## src/rtl/cdb_pkg.sv

```systemverilog
// cdb_pkg: shared widths and the result packet carried by every CDB channel.
package cdb_pkg;
    localparam int DATA_W    = 64;
    localparam int PRF_SIZE  = 64;
    localparam int ROB_SIZE  = 32;
    localparam int TAG_W     = $clog2(PRF_SIZE);
    localparam int ROB_IDX_W = $clog2(ROB_SIZE) + 1;
    typedef struct packed {
        logic [TAG_W-1:0]     tag;
        logic [DATA_W-1:0]    data;
        logic [ROB_IDX_W-1:0] rob_idx;
        logic                 branch_taken;
    } cdb_pkt_t;
endpackage

```

## src/rtl/cdb_rr_arbiter_if.sv

```systemverilog
// cdb_rr_arbiter_if: FU result channels, squash request and CDB broadcast buses.
interface cdb_rr_arbiter_if #(parameter int NUM_FU = 6, parameter int NUM_CDB = 2);
    import cdb_pkg::*;
    logic [NUM_FU-1:0]                fu_valid;
    logic [NUM_FU-1:0]                fu_ready;
    logic [NUM_FU-1:0][DATA_W-1:0]    fu_result;
    logic [NUM_FU-1:0][TAG_W-1:0]     fu_dest_tag;
    logic [NUM_FU-1:0][ROB_IDX_W-1:0] fu_rob_idx;
    logic [NUM_FU-1:0]                fu_branch_taken;
    logic                             squash_valid;
    logic                             squash_thread;
    logic [NUM_CDB-1:0]                cdb_valid;
    logic [NUM_CDB-1:0][TAG_W-1:0]     cdb_tag;
    logic [NUM_CDB-1:0][DATA_W-1:0]    cdb_out;
    logic [NUM_CDB-1:0][ROB_IDX_W-1:0] cdb_rob_idx;
    logic [NUM_CDB-1:0]                cdb_branch_is_taken;
    modport master (
        output fu_valid, fu_result, fu_dest_tag, fu_rob_idx, fu_branch_taken, squash_valid, squash_thread,
        input  fu_ready, cdb_valid, cdb_tag, cdb_out, cdb_rob_idx, cdb_branch_is_taken
    );
    modport slave (
        input  fu_valid, fu_result, fu_dest_tag, fu_rob_idx, fu_branch_taken, squash_valid, squash_thread,
        output fu_ready, cdb_valid, cdb_tag, cdb_out, cdb_rob_idx, cdb_branch_is_taken
    );
endinterface

```

## src/rtl/rr_multi_grant.sv

```systemverilog
// rr_multi_grant: circular scan from ptr handing the first M requesters one bus each.
module rr_multi_grant #(
    parameter int N = 6,
    parameter int M = 2,
    localparam int IW = (N > 1) ? $clog2(N) : 1
) (
    input  logic [N-1:0]         req,
    input  logic [IW-1:0]        ptr,
    output logic [N-1:0]         grant,
    output logic [M-1:0][IW-1:0] sel,
    output logic [M-1:0]         sel_valid,
    output logic [IW-1:0]        next_ptr
);
    always_comb begin
        int cnt;
        logic [IW-1:0] p;
        grant = '0;
        sel = '0;
        sel_valid = '0;
        next_ptr = ptr;
        cnt = 0;
        p = '0;
        for (int j = 0; j < N; j++) begin
            p = (int'(ptr) + j >= N) ? IW'(int'(ptr) + j - N) : IW'(int'(ptr) + j);
            if (req[p] && cnt < M) begin
                grant[p] = 1'b1;
                for (int k = 0; k < M; k++)
                    if (k == cnt) begin
                        sel[k] = p;
                        sel_valid[k] = 1'b1;
                    end
                // explicit wrap keeps non-power-of-two sizes in range
                next_ptr = (int'(p) == N - 1) ? '0 : p + IW'(1);
                cnt++;
            end
        end
    end
endmodule

```

## src/rtl/cdb_rr_arbiter.sv

```systemverilog
// cdb_rr_arbiter: one-entry slot per FU channel, round-robin broadcast onto NUM_CDB buses,
// per-thread squash of held and incoming results.
module cdb_rr_arbiter import cdb_pkg::*; #(
    parameter int NUM_FU = 6,
    parameter int NUM_CDB = 2
) (
    input logic clock,
    input logic reset,
    cdb_rr_arbiter_if.slave bus
);
    localparam int IW = (NUM_FU > 1) ? $clog2(NUM_FU) : 1;
    cdb_pkt_t                 slot_pkt [NUM_FU];
    logic [NUM_FU-1:0]        slot_valid, kill_slot, kill_in, elig, grant, load;
    logic [IW-1:0]            rr_ptr, next_ptr;
    logic [NUM_CDB-1:0][IW-1:0] sel;
    logic [NUM_CDB-1:0]       sel_valid;

    assign elig = slot_valid & ~kill_slot;
    assign bus.fu_ready = ~slot_valid | grant | kill_slot;
    assign load = bus.fu_valid & bus.fu_ready & ~kill_in;

    rr_multi_grant #(.N(NUM_FU), .M(NUM_CDB)) u_grant (
        .req(elig), .ptr(rr_ptr), .grant(grant), .sel(sel), .sel_valid(sel_valid), .next_ptr(next_ptr)
    );

    always_comb begin
        kill_slot = '0;
        kill_in = '0;
        bus.cdb_valid = sel_valid;
        bus.cdb_tag = '0;
        bus.cdb_out = '0;
        bus.cdb_rob_idx = '0;
        bus.cdb_branch_is_taken = '0;
        for (int i = 0; i < NUM_FU; i++) begin
            kill_slot[i] = slot_valid[i] && bus.squash_valid && slot_pkt[i].rob_idx[ROB_IDX_W-1] == bus.squash_thread;
            kill_in[i] = bus.squash_valid && bus.fu_rob_idx[i][ROB_IDX_W-1] == bus.squash_thread;
        end
        for (int k = 0; k < NUM_CDB; k++)
            if (sel_valid[k]) begin
                bus.cdb_tag[k] = slot_pkt[sel[k]].tag;
                bus.cdb_out[k] = slot_pkt[sel[k]].data;
                bus.cdb_rob_idx[k] = slot_pkt[sel[k]].rob_idx;
                bus.cdb_branch_is_taken[k] = slot_pkt[sel[k]].branch_taken;
            end
    end

    // a load wins over a same-cycle grant so a winning channel can stream every cycle
    always_ff @(posedge clock or negedge reset)
        if (!reset) begin
            slot_valid <= '0;
            rr_ptr <= '0;
        end else begin
            slot_valid <= load | (slot_valid & ~grant & ~kill_slot);
            rr_ptr <= next_ptr;
        end

    always_ff @(posedge clock)
        for (int i = 0; i < NUM_FU; i++)
            if (load[i])
                slot_pkt[i] <= '{tag: bus.fu_dest_tag[i], data: bus.fu_result[i],
                                 rob_idx: bus.fu_rob_idx[i], branch_taken: bus.fu_branch_taken[i]};
endmodule

```

## src/flat_wrapper.sv

```systemverilog
// flat-port wrapper written by rule: the top's interface ports become plain ports
module cdb_rr_arbiter_flat import cdb_pkg::*;
#(
    parameter int NUM_FU = 6,
    parameter int NUM_CDB = 2
)
  (clock, reset, bus_fu_valid, bus_fu_result, bus_fu_dest_tag, bus_fu_rob_idx, bus_fu_branch_taken, bus_squash_valid, bus_squash_thread, bus_fu_ready, bus_cdb_valid, bus_cdb_tag, bus_cdb_out, bus_cdb_rob_idx, bus_cdb_branch_is_taken);
  cdb_rr_arbiter_if #(.NUM_FU(NUM_FU), .NUM_CDB(NUM_CDB)) bus_i ();
  input logic clock;
  input logic reset;
  input wire logic [$bits(bus_i.fu_valid)-1:0] bus_fu_valid;
  input wire logic [$bits(bus_i.fu_result)-1:0] bus_fu_result;
  input wire logic [$bits(bus_i.fu_dest_tag)-1:0] bus_fu_dest_tag;
  input wire logic [$bits(bus_i.fu_rob_idx)-1:0] bus_fu_rob_idx;
  input wire logic [$bits(bus_i.fu_branch_taken)-1:0] bus_fu_branch_taken;
  input wire logic [$bits(bus_i.squash_valid)-1:0] bus_squash_valid;
  input wire logic [$bits(bus_i.squash_thread)-1:0] bus_squash_thread;
  output wire logic [$bits(bus_i.fu_ready)-1:0] bus_fu_ready;
  output wire logic [$bits(bus_i.cdb_valid)-1:0] bus_cdb_valid;
  output wire logic [$bits(bus_i.cdb_tag)-1:0] bus_cdb_tag;
  output wire logic [$bits(bus_i.cdb_out)-1:0] bus_cdb_out;
  output wire logic [$bits(bus_i.cdb_rob_idx)-1:0] bus_cdb_rob_idx;
  output wire logic [$bits(bus_i.cdb_branch_is_taken)-1:0] bus_cdb_branch_is_taken;
  assign bus_i.fu_valid = bus_fu_valid;
  assign bus_i.fu_result = bus_fu_result;
  assign bus_i.fu_dest_tag = bus_fu_dest_tag;
  assign bus_i.fu_rob_idx = bus_fu_rob_idx;
  assign bus_i.fu_branch_taken = bus_fu_branch_taken;
  assign bus_i.squash_valid = bus_squash_valid;
  assign bus_i.squash_thread = bus_squash_thread;
  assign bus_fu_ready = bus_i.fu_ready;
  assign bus_cdb_valid = bus_i.cdb_valid;
  assign bus_cdb_tag = bus_i.cdb_tag;
  assign bus_cdb_out = bus_i.cdb_out;
  assign bus_cdb_rob_idx = bus_i.cdb_rob_idx;
  assign bus_cdb_branch_is_taken = bus_i.cdb_branch_is_taken;
  cdb_rr_arbiter #(.NUM_FU(NUM_FU), .NUM_CDB(NUM_CDB)) u_core (.clock(clock), .reset(reset), .bus(bus_i));
endmodule
```

## config.mk

```make
export PLATFORM = sky130hd
export DESIGN_NAME = cdb_rr_arbiter_flat
export DESIGN_NICKNAME = d
export VERILOG_FILES = /design/src/rtl/cdb_pkg.sv /design/src/rtl/cdb_rr_arbiter_if.sv /design/src/rtl/rr_multi_grant.sv /design/src/rtl/cdb_rr_arbiter.sv /design/src/flat_wrapper.sv
export SDC_FILE = /design/constraint.sdc
export NUM_CORES = 1
export LEC_CHECK = 0
export BUFFER_PORTS_ARGS = -buffer_cell sky130_fd_sc_hd__buf_4
export CAP_MARGIN = 20
export CORE_AREA = 2 2 245 247
export CTS_BUF_LIST = sky130_fd_sc_hd__clkbuf_16
export CTS_CLUSTER_DIAMETER = 80
export DETAILED_ROUTE_END_ITERATION = 16
export DIE_AREA = 0 0 247 249
export MAX_ROUTING_LAYER = met4
export SLEW_MARGIN = 10
export SYNTH_ARGS = -nofsm -noshare
export SYNTH_HDL_FRONTEND = slang
export SYNTH_HIERARCHICAL = 1
export SYNTH_SLANG_ARGS = --single-unit
```

## constraint.sdc

```tcl
create_clock -name clock -period 20.5 [get_ports clock]
set_input_delay 3.075 -clock clock [delete_from_list [all_inputs] [get_ports clock]]
set_output_delay 3.075 -clock clock [all_outputs]
set_load 0.005 [all_outputs]
```

* After elaboration in Yosys (flattened, before gate mapping)
Memory sizes are Yosys's and may differ from the RTL's.
Cells that the tools add are included.
** Storage, ports and cells
- Register bits :: 9
- Output and inout port bits :: 162
- Memory bits (read-only) :: 0
- Latch bits :: 0
- RAM bits :: 462
- Memories :: 1
- Logic and storage cells :: 227
** Operators by class
- Reductions and logical operators :: 35
- Shift operators :: 0
- Divide/modulo/power cells :: 0
- $mul :: 0
- Mux-type cells :: 105
- Bitwise logic cells :: 17
- Add/subtract/negate cells :: 21
- Magnitude comparators :: 23
- Eq/ne operators :: 23
** Memories
- u_core.slot_pkt :: words 6, bits a word 77, rd ports 8, clocked after memory_dff 0, wr ports 6, RTL line cdb_rr_arbiter.sv:12 : cdb_pkt_t slot_pkt [NUM_FU];
** Operator list (count)
- 2-bit by 32-bit == test with 1-bit output, first input constant :: 5
- 32-bit logical NOT :: 5
- 32-bit by 3-bit less-than comparator with 1-bit output, second input constant :: 5
- 32-bit by 2-bit adder with 32-bit output, second input constant :: 4
- 32-bit 2-to-1 mux :: 4
- 64-bit 2-to-1 mux :: 2
- 6-bit 2-to-1 mux :: 15
- 3-bit 2-to-1 mux :: 29
- 6-bit OR :: 8
- 1-bit 2-to-1 mux :: 38
- 6-bit bitwise AND :: 5
- 1-bit logical AND :: 29
- 3-bit by 4-bit less-than comparator with 1-bit output, second input constant :: 6
- 6-bit inverter :: 4
- 4-bit by 3-bit >= comparator with 1-bit output, second input constant :: 5
- 3-bit by 1-bit adder with 3-bit output, second input constant :: 6
- 1-bit binary-select mux with 3-bit select :: 6
- 1-bit demux with 3-bit select :: 6
- 3-bit == test, second input constant :: 6
- 3-bit by 1-bit >= comparator with 1-bit output, second input constant :: 6
- 3-bit by 2-bit subtractor with 3-bit output, second input constant :: 5
- 1-bit == test :: 12
- 2-bit 2-to-1 mux :: 5
- 3-bit by 2-bit adder with 4-bit output, second input constant :: 2
- other kinds (5) :: 6

* Logic depth before layout (Yosys ltp)
Gate-level depths: netlist of run 1.
An unclocked memory read counts as a cell.
- Word-level depth :: 29
- Gate-level depth with buffers :: 36

* By module
Netlist of run 1, hierarchy kept.
** Modules (own cells, without submodules)
- cdb_rr_arbiter :: instances 1, area an instance 21680.8 µm², seq. area each 14098.5 µm², cells each 1400
- rr_multi_grant :: instances 1, area an instance 2065.7 µm², seq. area each 0.0 µm², cells each 280

* Worst setup path before layout of run 1
Ideal clock, no wire load.
- Path kind :: input port to output port
- From :: input port bus_squash_thread
- To :: output port bus_cdb_out[100]
- Path slack :: 7993 ps
- Cell stages on the path :: 30
- Arrival :: 9432 ps
- Buffers on the path :: 9
- Cells stage by stage :: buf_2 > xnor2_1 > a21oi_1 > mux2i_1 > mux2_2 > o21ai_0 > ha_1 > buf_1 > a21oi_1 > clkbuf_1 > fa_1 > a2111o_1 > o22ai_1 > buf_2 > nand2_1 > nand2_1 > inv_1 > ha_1 > nand2b_1 > a221oi_4 > buf_6 > nand2_4 > a311o_1 > buf_2 > or3b_1 > clkbuf_1 > buf_6 > buf_6 > o22a_1 > o21ai_1
** RTL lines
- from (decl) :: RTL line flat_wrapper.sv:17 : input wire logic [$bits(bus_i.squash_thread)-1:0] bus_squash_thread;
- to (decl) :: RTL line flat_wrapper.sv:21 : output wire logic [$bits(bus_i.cdb_out)-1:0] bus_cdb_out;

==> qor.csv, run 1 <==
metric,value,unit
# resized after CTS,0,
gp weighted congestion,0.917,
starting density of the core,40.5,%
CP dominant cell by count,buf_4,
CP top delay family,compound AO/OA/AOI/OAI gates,
Fin. Hold Viols,0,
CTS Sinks,471,
dpl cell area,29200,um^2
Tmin final,15.72,ns
post-synth cell types,78,
"most common cell after layout, fill and taps aside",buf_4,
first-pass GRT wire length,126000,um
hold depth,3,
Core Box Area,58700,um^2
# fillers,5007,
fin nets,2765,
GR Overflow Total,0,
WP data arrival,12.65,ns
Remaining DRCs,0,
ys async rst share,1.91,%
"Top FF cell, synth",edfxtp_1,
Critical Path Fanout Max,53,
fmax,63.6,MHz
Die Span X,247,um
die area,61500,um^2
Mapped Area,23700,um^2
CTS max path bufs,3,
Setup Total Neg Slack,0,ns
post-synthesis sequential area ratio,59.4,%
Worst setup EP type,output port,
synth warn,6,
CP required,17.43,ns
dpl hpwl,59400,um
Tcrit/Tclk final,76.7,%
CTS H-tree depth,2,
worst skew pair latency,0.60,ns
root buf cell,clkbuf_16,
CP bufs+invs,4,
vias per cell,5.67,
unrepaired setup endpoints after global routing,false,
share of cells above drive strength 1,33.3,%
vias in the first global route,18400,
Site Rows,89,
synthesis-stage register bit count,471,
Post-Route WL,88200,um
Die Y,249,um
end of the worst register-to-register path,u_core/slot_pkt[0][38],
setup repair bufs after CTS,0,
HP Class,register to register,
outcome,"complete, no violations",
FF-to-FF path depth,23,
Worst-path clk slew,0.05,ns
area grow syn2layout,30.3,%
drt initial violations,1173,
RR Startpoint,u_core/rr_ptr[0],
"Design Area, Final",30900,um^2
max-slew violations,0,
DR WL/cell,28.3,um
number of I/O pins,634,
syn_nets,2170,
cts hold-fix bufs,0,
number of max-cap violations,0,
WHS Endpoint,u_core/slot_valid[4],
Hold Startpoint,u_core/slot_valid[4],
slowest cell delay on critical path,0.94,ns
crit path kind,input port to output port,
Via Count,17700,
most frequent cells in the layout,"buf_4 (665), mux2i_1 (479), edfxtp_1 (462), o22a_1 (156), o21ai_0 (117)",
cell count after synthesis,1680,
GRT Overall Usage,28.7,%
antenna violations before repair,26,
worst slew pin tran,1.10,ns
Syn Area/Cell,14.1,um^2
drt first pass iters,8,
# setup viols final,0,
largest net degree at the start of global routing,59,
worst clock skew,0.0191,ns
TritonCTS buffer count,53,
port bufs,633,
TritonCTS clock tree,built,
Slew headroom,26.9,%
number of enable flip-flop cells after synthesis,462,
slowest cell on the critical path,buf_4,
utilization after layout,52.7,%
critical path startpoint category,input port,
Reg2Reg Setup Slack,10.60,ns
post-route ant nets,0,
stage by stage:
step / setup slack (ns) / hold slack, ns / cells
2_1_floorplan: 7.99 / 0.614 / 1680
3_3_place_gp: 4.98 / 0.685 / 2991
3_5_place_dp: 4.70 / 0.675 / 2992
4_1_cts: 4.58 / 0.688 / 3089
5_1_grt: 4.24 / 0.701 / 3114
6_report: 4.78 / 0.671 / 3117
layer usage:
metal / wire length [um] / vias up / track usage [%]
met5: 0 / - / -
met4: 2630 / 0 / 9.33
li1: - / 7898 / -
met2: 44500 / 714 / 49.0
met3: 7590 / 134 / 7.97
met1: 33500 / 8914 / 32.4
Yosys cell counts (3+ instances only):
| master | instances | area share, % |
|---|---|---|
| nor2b_1 | 10 | 0.26 |
| o22a_1 | 156 | 5.8 |
| buf_6 | 13 | 0.62 |
| a21oi_1 | 23 | 0.48 |
| o21ai_1 | 57 | 1.2 |
| mux2_2 | 11 | 0.52 |
| o22ai_1 | 6 | 0.16 |
| or3_1 | 5 | 0.13 |
| xnor2_1 | 12 | 0.44 |
| buf_2 | 32 | 0.67 |
| ha_1 | 17 | 0.90 |
| buf_1 | 19 | 0.30 |
| a21o_1 | 4 | 0.13 |
| nand2b_1 | 3 | 0.079 |
| edfxtp_1 | 462 | 58 |
| mux2i_1 | 481 | 20 |
| and2_1 | 3 | 0.079 |
| a211o_1 | 10 | 0.37 |
| nand3b_1 | 4 | 0.13 |
| or3b_1 | 3 | 0.11 |
| a211oi_1 | 6 | 0.19 |
| dfrtp_1 | 9 | 0.95 |
| a31oi_1 | 6 | 0.16 |
| a22oi_1 | 3 | 0.095 |
| nand2_1 | 30 | 0.47 |
| a221oi_1 | 3 | 0.11 |
| nor2_1 | 13 | 0.21 |
| nand3_1 | 4 | 0.084 |
| clkbuf_1 | 61 | 0.96 |
| inv_1 | 18 | 0.28 |
| o211ai_1 | 3 | 0.095 |
| o21ai_0 | 117 | 2.5 |
| xor2_1 | 10 | 0.37 |
| nor3_1 | 7 | 0.15 |
worst reg2reg max path, cell delays in order (launching register included):
cell,delay [ns]
dfrtp_1,0.32
buf_4,0.45
inv_1,0.49
ha_1,0.93
nor4bb_1,0.15
a311o_1,0.40
a211oi_1,0.38
and2_1,0.40
ha_1,0.45
a21oi_1,0.28
fa_1,0.54
a2111o_1,0.39
o22ai_1,0.68
or3_1,0.37
nand2_1,0.15
ha_1,0.31
nand2b_1,0.09
a221oi_4,0.55
a31oi_1,0.29
mux2i_1,0.23
a211o_1,0.19
nor2b_4,0.15
buf_4,0.53
buf_4,0.72
cell families after synthesis:
logic type                 synth area share (%)
muxes                                      20.9
DFF                                        59.4
AOI/OAI and AO/OA                          12.7
buffers and inverters                      2.92
and+or+nand+nor                            2.31
xor gates and xnor gates                  0.811
adders and majority gates                 0.980
worst max path at each step:
| stage | start | endpoint | slack (ns) | cells past startpoint |
|---|---|---|---|---|
| after global placement | bus_squash_thread | bus_cdb_out[26] | 4.98 | 24 |
| after CTS | bus_squash_thread | bus_cdb_out[63] | 4.58 | 24 |
| final | bus_squash_thread | bus_cdb_out[63] | 4.78 | 25 |
| after detailed placement | bus_squash_thread | bus_cdb_out[42] | 4.70 | 24 |
| after global routing | bus_squash_thread | bus_cdb_out[43] | 4.24 | 25 |
| after floorplan | bus_squash_thread | bus_cdb_out[100] | 7.99 | 30 |
area by class of cell:
class	count	area (um^2)	share of cell area, %
flip-flops and latches	471	14100	45.6
multi-input cells	1063	9050	29.2
inverters	19	71.3	0.231
diodes	27	67.6	0.218
clock buffers	53	1330	4.29
repair buffers	667	5020	16.2
clock inverters	44	329	1.06
well taps	773	967	3.13
sequential cells by signal, indices dropped and copies added, names as in the netlist:
register           count
u_core/rr_ptr          3
u_core/slot_pkt      462
u_core/slot_valid      6
Power of run 1 is left out: the tool's default activity adds up to more than one toggle a clock period on the data nets, which glitch-free logic cannot reach.
==> run 2: changes to the inputs <==
--- a/config.mk
+++ b/config.mk
@@ -7,11 +7,11 @@
 export LEC_CHECK = 0
 export BUFFER_PORTS_ARGS = -buffer_cell sky130_fd_sc_hd__buf_4
 export CAP_MARGIN = 20
-export CORE_AREA = 2 2 245 247
+export CORE_AREA = 2 2 249 251
 export CTS_BUF_LIST = sky130_fd_sc_hd__clkbuf_16
 export CTS_CLUSTER_DIAMETER = 80
 export DETAILED_ROUTE_END_ITERATION = 16
-export DIE_AREA = 0 0 247 249
+export DIE_AREA = 0 0 251 253
 export MAX_ROUTING_LAYER = met4
 export SLEW_MARGIN = 10
 export SYNTH_ARGS = -nofsm -noshare
==> constraint.sdc (replaced) <==
create_clock -name clock -period 15.4 [get_ports clock]
set_input_delay 2.31 -clock clock [delete_from_list [all_inputs] [get_ports clock]]
set_output_delay 2.31 -clock clock [all_outputs]
set_load 0.005 [all_outputs]
==> qor.csv, run 2 (synthesized netlist as in run 1, its figures left out) <==
metric,value,unit
"most common cell after layout, fill and taps aside",buf_4,
CP top delay family,compound AO/OA/AOI/OAI gates,
gp weighted congestion,0.907,
Tmin final,13.62,ns
Tcrit/Tclk final,88.4,%
Sequential Area,14100,um^2
fmax,73.4,MHz
Critical Path Fanout Max,45,
drt first pass iters,5,
crit-path cells,buf_4 -> xnor2_1 -> a21oi_1 -> mux2i_1 -> mux2_2 -> o21ai_0 -> ha_1 -> a21oi_1 -> fa_1 -> a2111o_1 -> o22ai_1 -> or3_1 -> nand2_1 -> ha_1 -> nand2b_1 -> a221oi_4 -> and3_1 -> a311o_2 -> buf_4 -> buf_4 -> mux2i_1 -> o22a_1 -> o21ai_1 -> buf_4,
CTS H-tree depth,2,
WP data arrival,11.31,ns
GRT Overall Usage,27.5,%
Setup Total Neg Slack,0,ns
unrepaired setup endpoints after global routing,false,
slowest cell on the critical path,buf_4,
Worst setup EP type,output port,
number of I/O pins,634,
critical path startpoint category,input port,
first-pass GRT wire length,124000,um
Worst-path clk slew,0.06,ns
DR WL/cell,28.3,um
max reg flops,462,
Core Box Area,61000,um^2
port bufs,633,
fin nets,2766,
busiest grt layer,met2,
max-slew violations,0,
largest net degree at the start of global routing,79,
# resized after CTS,0,
HP Class,register to register,
Multi-input gate area,9050,um^2
post-route ant nets,0,
largest registers,"u_core/slot_pkt: 462 flops, u_core/slot_valid: 6 flops, u_core/rr_ptr: 3 flops",
worst slew pin tran,1.12,ns
Slew headroom,25.3,%
GR Overflow Total,0,
crit path kind,input port to output port,
Remaining DRCs,0,
met1 global-route usage,31.2,%
"Design Area, Final",31200,um^2
root buf cell,clkbuf_16,
die area,63500,um^2
# fillers,5314,
setup repair bufs after CTS,0,
vias per cell,5.66,
# setup viols final,0,
most frequent cells in the layout,"buf_4 (663), mux2i_1 (479), edfxtp_1 (462), o22a_1 (156), o21ai_0 (117)",
vias in the first global route,18200,
CTS max path bufs,3,
share of cells above drive strength 1,34.1,%
drt initial violations,1193,
grt met3 use,7.34,%
CP dominant cell by count,buf_4,
starting density of the core,38.9,%
Die Span X,251,um
Site Rows,91,
Fin. Hold Viols,0,
number of max-cap violations,0,
TritonCTS clock tree,built,
CP required,13.09,ns
cts hold-fix bufs,0,
dpl hpwl,59500,um
slowest cell delay on critical path,0.88,ns
Post-Route WL,88400,um
CP bufs+invs,4,
Die Y,253,um
worst skew pair latency,0.62,ns
antenna violations before repair,18,
outcome,"complete, no violations",
Via Count,17700,
dpl cell area,29300,um^2
TritonCTS buffer count,54,
worst clock skew,0.0364,ns
CTS Sinks,471,
area grow syn2layout,31.2,%
met2 GRT Util,47.1,%
most flop-heavy register,u_core/slot_pkt,
## run 2: cell count changes in the layout (fill, tap and decap cells not counted), sizes merged
cell,change
clkinvlp,+3
diode,-9
clkbuf,+3
inv,-8
clkinv,+3
bufinv,+3
## run 2: final cells by class
cell class	count	area share, %
well taps	790	3.17
diodes	18	0.145
inverters	19	0.229
flip-flops and latches	471	45.3
clock buffers	56	4.50
multi-input cells	1063	29.0
repair buffers	667	16.2
clock inverters	45	1.44
## run 2: worst paths after layout
path | startpoint | to | slack (ns) | cells after the start
max in group asynchronous | reset | u_core/rr_ptr[1] | 13.72 | 1
max | bus_squash_thread | bus_cdb_out[103] | 1.78 | 24
min | u_core/slot_valid[1] | u_core/slot_valid[1] | 0.66 | 3
min in group asynchronous | reset | u_core/slot_valid[1] | 1.54 | 1
max reg2reg | u_core/rr_ptr[2] | u_core/slot_pkt[3][6] | 5.44 | 20
min reg2reg | u_core/slot_valid[1] | u_core/slot_valid[1] | 0.66 | 3
## run 2: through the flow
step	utilization [%]	hold slack [ns]	setup slack, ns	instances
after floorplan	-	0.614	3.92	1680
after global placement	47.9	0.648	2.22	3010
after detailed placement	47.9	0.649	1.93	3010
after CTS	51.0	0.661	1.90	3111
after global routing	51.1	0.701	1.19	3129
final	51.1	0.656	1.78	3129
## run 2: metal layers
layer  wire length [um]  up-vias
li1                   -     7887
met3               7100      138
met1              33700     8951
met2              44900      720
met4               2710        0
met5                  0        -
## run 2: tightest hold or removal path, cell delays in order, from the launching register on
cell and delay (ns):
dfrtp_1 0.36, inv_1 0.07, a211o_1 0.14, nand2_1 0.05
Power of run 2 is left out for the same reason.
==> run 3: changes to the inputs <==
--- a/config.mk
+++ b/config.mk
@@ -5,13 +5,13 @@
 export SDC_FILE = /design/constraint.sdc
 export NUM_CORES = 1
 export LEC_CHECK = 0
-export BUFFER_PORTS_ARGS = -buffer_cell sky130_fd_sc_hd__buf_4
 export CAP_MARGIN = 20
-export CORE_AREA = 2 2 249 251
+export CORE_AREA = 2 2 248 250
 export CTS_BUF_LIST = sky130_fd_sc_hd__clkbuf_16
 export CTS_CLUSTER_DIAMETER = 80
 export DETAILED_ROUTE_END_ITERATION = 16
-export DIE_AREA = 0 0 251 253
+export DIE_AREA = 0 0 250 252
+export DONT_BUFFER_PORTS = 1
 export MAX_ROUTING_LAYER = met4
 export SLEW_MARGIN = 10
 export SYNTH_ARGS = -nofsm -noshare
==> qor.csv, run 3 (synthesized netlist as in run 1, its figures left out) <==
metric,value,unit
outcome,"complete, no violations",
Tmin final,13.53,ns
fmax,73.9,MHz
Setup Total Neg Slack,0,ns
Slew headroom,30.0,%
Core Box Area,60100,um^2
Die Span X,250,um
worst clock skew,0.0184,ns
antenna violations before repair,56,
Tcrit/Tclk final,87.8,%
Multi-input gate area,9050,um^2
crit path kind,input port to output port,
Site Rows,90,
die area,63000,um^2
dpl hpwl,55300,um
max-slew violations,0,
Critical Path Fanout Max,79,
largest net degree at the start of global routing,103,
number of I/O pins,634,
area grow syn2layout,10.8,%
share of cells above drive strength 1,8.69,%
Worst setup EP type,output port,
most flop-heavy register,u_core/slot_pkt,
TritonCTS buffer count,52,
CTS max path bufs,3,
CTS Sinks,471,
setup repair bufs after CTS,0,
slowest cell on the critical path,o21ai_0,
crit-path cells,xnor2_1 -> a21oi_1 -> mux2i_1 -> mux2_2 -> o21ai_0 -> ha_1 -> a21oi_1 -> fa_1 -> a2111o_1 -> o22ai_1 -> or3_1 -> nand2_1 -> ha_1 -> nand2b_1 -> a221oi_4 -> or3b_1 -> o211ai_1 -> buf_12 -> or3b_4 -> buf_4 -> o22a_1 -> o21ai_0,
Post-Route WL,79600,um
Die Y,252,um
# fillers,5415,
Fin. Hold Viols,0,
post-route ant nets,0,
gp weighted congestion,0.957,
worst skew pair latency,0.59,ns
drt initial violations,1312,
worst slew pin tran,1.04,ns
Sequential Area,14100,um^2
Via Count,15200,
WP data arrival,11.22,ns
DR WL/cell,31.6,um
Remaining DRCs,0,
max reg flops,462,
GR Overflow Total,0,
number of max-cap violations,0,
port bufs,0,
"most common cell after layout, fill and taps aside",mux2i_1,
vias per cell,6.05,
critical path startpoint category,input port,
slowest cell delay on critical path,0.81,ns
starting density of the core,39.5,%
# setup viols final,0,
HP Class,register to register,
TritonCTS clock tree,built,
fin nets,2130,
Worst-path clk slew,0.06,ns
# resized after CTS,0,
unrepaired setup endpoints after global routing,false,
largest registers,"u_core/slot_pkt: 462 flops, u_core/slot_valid: 6 flops, u_core/rr_ptr: 3 flops",
drt first pass iters,6,
vias in the first global route,15400,
GRT Overall Usage,25.0,%
first-pass GRT wire length,111000,um
CP required,13.09,ns
root buf cell,clkbuf_16,
most frequent cells in the layout,"mux2i_1 (479), edfxtp_1 (462), o22a_1 (156), o21ai_0 (117), o21ai_1 (57)",
cts hold-fix bufs,0,
CTS H-tree depth,2,
-- run 3: worst max-delay path: cells and delay by family --
| kind | cells | cell delay [ns] |
|---|---|---|
| fa+ha+maj | 3 | 1.35 |
| buf+inv | 2 | 1.17 |
| simple gates | 5 | 1.66 |
| xor+xnor | 1 | 0.13 |
| mux | 2 | 0.75 |
| compound gates | 9 | 3.74 |
-- run 3: layout make-up --
class	instances	area share (%)
Sequential cell	471	53.6
Inverter	19	0.271
Clock inverter	41	1.30
Multi-Input combinational cell	1063	34.4
Tap cell	782	3.72
Antenna cell	56	0.533
Clock buffer	54	5.14
Timing Repair Buffer	33	1.04
-- run 3: final timing paths --
check	from	endpoint	slack, ns	cells after the start
max	bus_squash_thread	bus_cdb_out[9]	1.87	22
min	u_core/slot_valid[2]	u_core/slot_valid[2]	0.69	3
max reg2reg	u_core/rr_ptr[0]	u_core/slot_pkt[0][43]	5.61	23
min reg2reg	u_core/slot_valid[2]	u_core/slot_valid[2]	0.69	3
max in group asynchronous	reset	u_core/rr_ptr[0]	13.91	0
min in group asynchronous	reset	u_core/slot_valid[5]	1.41	0
-- run 3: metal layers --
| metal | vias up | track usage, % | wire length, um | share of wire [%] |
|---|---|---|---|---|
| li1 | 6668 | - | - | - |
| met1 | 7577 | 26.9 | 28600 | 36 |
| met2 | 830 | 41.4 | 39800 | 50 |
| met3 | 158 | 8.49 | 7660 | 9.6 |
| met4 | 0 | 12.1 | 3550 | 4.5 |
| met5 | - | - | 0 | 0 |
-- run 3: metrics by stage --
stage	hold WS (ns)	util [%]	worst slack, ns	cells	area, um^2
detailed placement	0.698	40.7	1.91	2368	24500
finish	0.688	43.7	1.87	2519	26300
global placement	0.683	40.7	2.23	2367	24500
global route	0.734	43.7	1.22	2518	26300
CTS	0.706	43.5	1.92	2463	26200
floorplan	0.614	-	3.92	1680	23700
Power of run 3 is left out for the same reason.
